`src/rtl/prog_lut_pkg.sv`:
```
// Shared types and the power-on default image for the programmable lookup table.
package prog_lut_pkg;

  localparam int DEFAULT_LEN = 31;

  // Entries 0-15 are datapath constants, 16-30 are branch targets.
  localparam logic [7:0] DEFAULT_IMAGE [DEFAULT_LEN] = '{
    8'h20, 8'h21, 8'h22, 8'h23, 8'h40, 8'h5B, 8'h6D, 8'h8E,
    8'hA8, 8'hAA, 8'hC8, 8'hCC, 8'hE0, 8'hE8, 8'hF0, 8'hFE,
    8'd2,  8'd4,  8'd104, 8'd137, 8'd141, 8'd145, 8'd147, 8'd154,
    8'd9,  8'd17, 8'd58,  8'd68,  8'd110, 8'd120, 8'd136
  };

  typedef enum logic {INIT, READY} lut_state_t;

  function automatic logic [7:0] default_entry(input logic [31:0] idx);
    if (idx < DEFAULT_LEN) return DEFAULT_IMAGE[idx[4:0]];
    return 8'h00;
  endfunction

endpackage

```
`src/rtl/lut_init_seq.sv`:
```
// Init/ready sequencer: walks the table once after reset or init_req,
// emitting one default-image write per cycle.
module lut_init_seq
  import prog_lut_pkg::*;
#(
  parameter int DATA_W = 8,
  parameter int DEPTH  = 32,
  parameter int ADDR_W = (DEPTH > 1) ? $clog2(DEPTH) : 1
) (
  input  logic              clk,
  input  logic              reset,
  input  logic              init_req,
  output logic              busy,
  output logic              init_we,
  output logic [ADDR_W-1:0] init_addr,
  output logic [DATA_W-1:0] init_data
);

  localparam logic [ADDR_W-1:0] LAST = ADDR_W'(DEPTH - 1);

  lut_state_t        state_reg, state_next;
  logic [ADDR_W-1:0] cnt_reg, cnt_next;
  logic [DATA_W+7:0] img_wide;

  always_ff @(posedge clk) begin
    if (reset) begin
      state_reg <= INIT;
      cnt_reg   <= '0;
    end else begin
      state_reg <= state_next;
      cnt_reg   <= cnt_next;
    end
  end

  always_comb begin
    state_next = state_reg;
    cnt_next   = cnt_reg;
    init_we    = 1'b0;
    case (state_reg)
      INIT: begin
        init_we = 1'b1;
        if (cnt_reg == LAST) begin
          state_next = READY;
          cnt_next   = '0;
        end else begin
          cnt_next = cnt_reg + 1'b1;
        end
      end
      READY: begin
        if (init_req) begin
          state_next = INIT;
          cnt_next   = '0;
        end
      end
      default: state_next = INIT;
    endcase
  end

  // Widen before slicing so DATA_W below or above 8 both work.
  assign img_wide  = {{DATA_W{1'b0}}, default_entry(32'(cnt_reg))};
  assign init_data = img_wide[DATA_W-1:0];
  assign init_addr = cnt_reg;
  assign busy      = (state_reg == INIT);

endmodule

```
`src/rtl/prog_lut.sv`:
```
// Runtime-programmable lookup table with registered reads.
// Define PROG_LUT_FWD_EN for write-first forwarding on same-key read/write.
module prog_lut
  import prog_lut_pkg::*;
#(
  parameter int KEY_W  = 8,
  parameter int DATA_W = 8,
  parameter int DEPTH  = 32
) (
  input  logic              clk,
  input  logic              reset,
  input  logic              init_req,
  output logic              busy,
  input  logic              rd_en,
  input  logic [KEY_W-1:0]  rd_key,
  output logic [DATA_W-1:0] rd_data,
  output logic              rd_valid,
  output logic              rd_oor,
  input  logic              wr_en,
  input  logic [KEY_W-1:0]  wr_key,
  input  logic [DATA_W-1:0] wr_data
);

  localparam int ADDR_W = (DEPTH > 1) ? $clog2(DEPTH) : 1;
  localparam logic [KEY_W:0] DEPTH_K = (KEY_W + 1)'(DEPTH);

  logic [DATA_W-1:0] mem [DEPTH];

  logic              init_we;
  logic [ADDR_W-1:0] init_addr;
  logic [DATA_W-1:0] init_data;
  logic              accept, rd_go, wr_go, rd_in_range, wr_in_range, fwd_hit;

  lut_init_seq #(.DATA_W(DATA_W), .DEPTH(DEPTH)) u_seq (
    .clk       (clk),
    .reset     (reset),
    .init_req  (init_req),
    .busy      (busy),
    .init_we   (init_we),
    .init_addr (init_addr),
    .init_data (init_data)
  );

  // init_req wins over any user access issued in the same cycle.
  assign accept      = ~busy & ~init_req;
  assign rd_in_range = {1'b0, rd_key} < DEPTH_K;
  assign wr_in_range = {1'b0, wr_key} < DEPTH_K;
  assign rd_go       = accept & rd_en;
  assign wr_go       = accept & wr_en & wr_in_range;

`ifdef PROG_LUT_FWD_EN
  assign fwd_hit = wr_go & (wr_key == rd_key);
`else
  assign fwd_hit = 1'b0;
`endif

  always_ff @(posedge clk) begin
    if (init_we)
      mem[init_addr] <= init_data;
    else if (wr_go)
      mem[wr_key[ADDR_W-1:0]] <= wr_data;
  end

  always_ff @(posedge clk) begin
    if (reset) begin
      rd_data  <= '0;
      rd_valid <= 1'b0;
      rd_oor   <= 1'b0;
    end else begin
      rd_valid <= rd_go;
      if (rd_go) begin
        if (!rd_in_range) begin
          rd_data <= '0;
          rd_oor  <= 1'b1;
        end else begin
          rd_data <= fwd_hit ? wr_data : mem[rd_key[ADDR_W-1:0]];
          rd_oor  <= 1'b0;
        end
      end
    end
  end

endmodule

```
`config.mk`:
```
export PLATFORM = sky130hd
export DESIGN_NAME = prog_lut
export DESIGN_NICKNAME = d
export VERILOG_FILES = /design/src/rtl/prog_lut_pkg.sv /design/src/rtl/lut_init_seq.sv /design/src/rtl/prog_lut.sv
export SDC_FILE = /design/constraint.sdc
export NUM_CORES = 1
export LEC_CHECK = 0
export BUFFER_PORTS_ARGS = -buffer_cell sky130_fd_sc_hd__buf_2
export CAP_MARGIN = 0
export CORE_MARGIN = 2
export CORE_UTILIZATION = 50
export CTS_BUF_LIST = sky130_fd_sc_hd__clkbuf_4 sky130_fd_sc_hd__clkbuf_8
export CTS_CLUSTER_SIZE = 28
export DETAILED_ROUTE_END_ITERATION = 8
export GPL_ROUTABILITY_DRIVEN = 1
export PLACE_DENSITY = 0.71
export SYNTH_ARGS = -nofsm -noshare
export SYNTH_HDL_FRONTEND = slang
export SYNTH_SLANG_ARGS = --single-unit
```
`constraint.sdc`:
```
create_clock -name clk -period 2.65 [get_ports clk]
set_input_delay 0.3975 -clock clk [delete_from_list [all_inputs] [get_ports clk]]
set_output_delay 0.3975 -clock clk [all_outputs]
set_load 0.01 [all_outputs]
```
==> impl_metrics.env <==
export IMPL_tns_ps=0
export IMPL_met3_length_um=2475
export IMPL_grt_max_degree=41
export IMPL_root_buffer="clkbuf_8"
export IMPL_yosysWarnings=0
export IMPL_synth_area_um2=11550
export IMPL_regMostFlops="mem"
export IMPL_grt_pass1_wl_um=41410
export IMPL_synth_edf_count=256
export IMPL_totalPowerFinal_mw=8.814
export IMPL_grt_pass1_vias=6852
export IMPL_wl_per_cell_um=24.54
export IMPL_fin_crit_sh_pct=91.24
export IMPL_period_minus_slack_ps=2418
export IMPL_final_max_slew_violation_count=0
export IMPL_cap_violations=0
export IMPL_cts_buffers_inserted=42
export IMPL_critPathCaptureType="flop"
export IMPL_grt_ovfl_total=0
export IMPL_max_freq_mhz=413.6
export IMPL_leakage_nw=4.588
export IMPL_pin_count=40
export IMPL_critPathKind="reg -> reg"
export IMPL_ys_types=58
export IMPL_postSynth_asyncResetShare_pct=0
export IMPL_num_vias=6823
export IMPL_ys_top_cells_by_area="edfxtp_1 67%, mux4_2 6.2%, mux2i_1 5.5%"
export IMPL_crit_fanout=32
export IMPL_drt_met1_wl_um=10840
export IMPL_initial_utilization_pct=51.01
export IMPL_grt_usage_pct=22.98
export IMPL_yosysTopAreaCell="edfxtp_1"
export IMPL_wl_met2_um=13100
export IMPL_final_setup_skew_ps=31.25
export IMPL_drt_pass1_iter_count=5
export IMPL_post_cts_setup_buffers=0
export IMPL_dieHeight_um=156.0
export IMPL_postRouteAntennaNets=0
export IMPL_synth_cells=678
export IMPL_synth_top_area_share_pct=66.56
export IMPL_seq_area_frac_synth_pct=69.33
export IMPL_routed_via_density=6.180
export IMPL_slew_headroom_pct=51.03
export IMPL_diodes=0
export IMPL_drt_iter0_markers=776
export IMPL_synthTopCellsByCount="256 x edfxtp_1, 63 x mux2i_1, 54 x nor2_1"
export IMPL_io_buffer_count=39
export IMPL_synth_nets=717
export IMPL_synth_most_common_cell="edfxtp_1"
export IMPL_core_um2=22640
export IMPL_finalHoldViolations=0
export IMPL_rsz0062_at_grt="false"
export IMPL_cp_start_kind="flop"
export IMPL_synth_ff_type="edfxtp_1"
export IMPL_antenna_found_initial=1
export IMPL_critPathArrivalTime_ps=2680
export IMPL_rows=55
export IMPL_path_clk_slew_ps=70
export IMPL_status="completed"
export IMPL_dieArea_um2=24330
export IMPL_cts_repair_resized=0
export IMPL_synth_seq_cells=272
export IMPL_wl_um=27090
export IMPL_synth_area_per_cell_um2=17.04
export IMPL_drc=0
export IMPL_top_layer="met5"
export IMPL_layout_drive_gt1_share_pct=26.01
export IMPL_tightest_slew_ps=731.9
export IMPL_max_clock_path_buffers=3
export IMPL_vdd_drop_max_mv=0.3229
export IMPL_cts_htree_levels=2
export IMPL_largest_reg_flops=256
export IMPL_area_growth_pct=14.01
export IMPL_place_congestion=0.9213
export IMPL_cts_tree="yes"
export IMPL_fin_nets=827
export IMPL_powerDensity_nw_per_um2=669.4
export IMPL_clock_sinks=272
export IMPL_finalSetupViolations=0
export IMPL_cts_hold_buf=0
export IMPL_worstSkewPairLatency_ps=560
export IMPL_min_path_type="in -> reg"
export IMPL_die_w_um=156.0
export IMPL_worstPathRequired_ps=2910
export IMPL_hpwl_um=17810
==> routing by layer <==
metal,GRT usage (%),vias to the layer above
met4,7.208,2
met1,31.28,3405
met3,5.722,56
li1,-,2954
met5,0,-
met2,36.92,406
==> per-stage QoR <==
step	utilization [%]	std cells	hold WS [ps]	setup slack, ps	cell area (um^2)
3_3_place_gp	54.58	1029	551.0	226.7	12360
2_1_floorplan	-	678	501.3	354.6	11550
3_5_place_dp	54.58	1029	585.4	74.38	12360
6_report	58.16	1104	121.9	232.0	13170
4_1_cts	58.16	1104	95.71	226.7	13170
5_1_grt	58.16	1104	120.1	41.08	13170
==> worst max-delay path, stage by stage, from the launching register on <==
cell	delay [ps]
dfxtp_1	510
inv_1	230
ha_1	280
mux4_2	470
nand2_1	80
o21ai_0	100
a22o_1	270
buf_12	180
==> cell usage in the layout (no fill, tap or decap), types with 5 or more instances in the layout <==
| master | count |
|---|---|
| a221oi_2 | 7 |
| mux2i_1 | 63 |
| buf_4 | 63 |
| clkbuf_4 | 5 |
| o21ai_1 | 7 |
| o22ai_1 | 5 |
| a311oi_1 | 7 |
| o21ai_0 | 11 |
| clkinv_1 | 14 |
| ha_1 | 10 |
| a22o_1 | 16 |
| clkinv_2 | 9 |
| inv_1 | 7 |
| mux4_1 | 9 |
| edfxtp_1 | 256 |
| dfxtp_1 | 16 |
| nand2_1 | 35 |
| a31oi_1 | 6 |
| a21oi_1 | 19 |
| nor2_1 | 54 |
| buf_2 | 38 |
| nor3_1 | 7 |
| clkbuf_8 | 43 |
| mux4_2 | 32 |
| nor2b_1 | 13 |
| nand3_1 | 7 |
==> worst paths after layout <==
path / cells past startpoint / to / from / slack, ps
worst min register to register: 3 / rd_oor / rd_oor / 600
worst min-delay path: 2 / u_seq.state_reg / init_req / 120
worst max register to register: 7 / mem[10][1] / u_seq.init_addr[1] / 230
worst max-delay path: 7 / mem[10][1] / u_seq.init_addr[1] / 230
==> logic make-up (layout without fill, tap and decap cells) <==
kind of cell    Yosys count  after routing  synth area share, %
flops                   272            272                69.33
simple gates            133            133                5.308
mux                     110            110                14.35
compound gates          106            106                7.139
buf+inv                  47            188                2.784
fa+ha+maj                10             10                1.083
==> area by class of cell <==
class                      instances  area [um^2]
clock inverter                    27        180.2
fill                            1620         9473
multi-input combinational        359         3221
timing repair buffer             105        743.2
clock buffer                      48        629.4
sequential                       272         8008
inverter                           8        30.03
tap                              285        356.6
==> power breakdown <==
group / switching [mW] / internal (mW) / total (mW)
combinational: 0.397 / 0.237 / 0.634
clock: 1.60 / 1.79 / 3.39
sequential: 0.0208 / 4.77 / 4.79
Power figures use the tool's default switching activity.
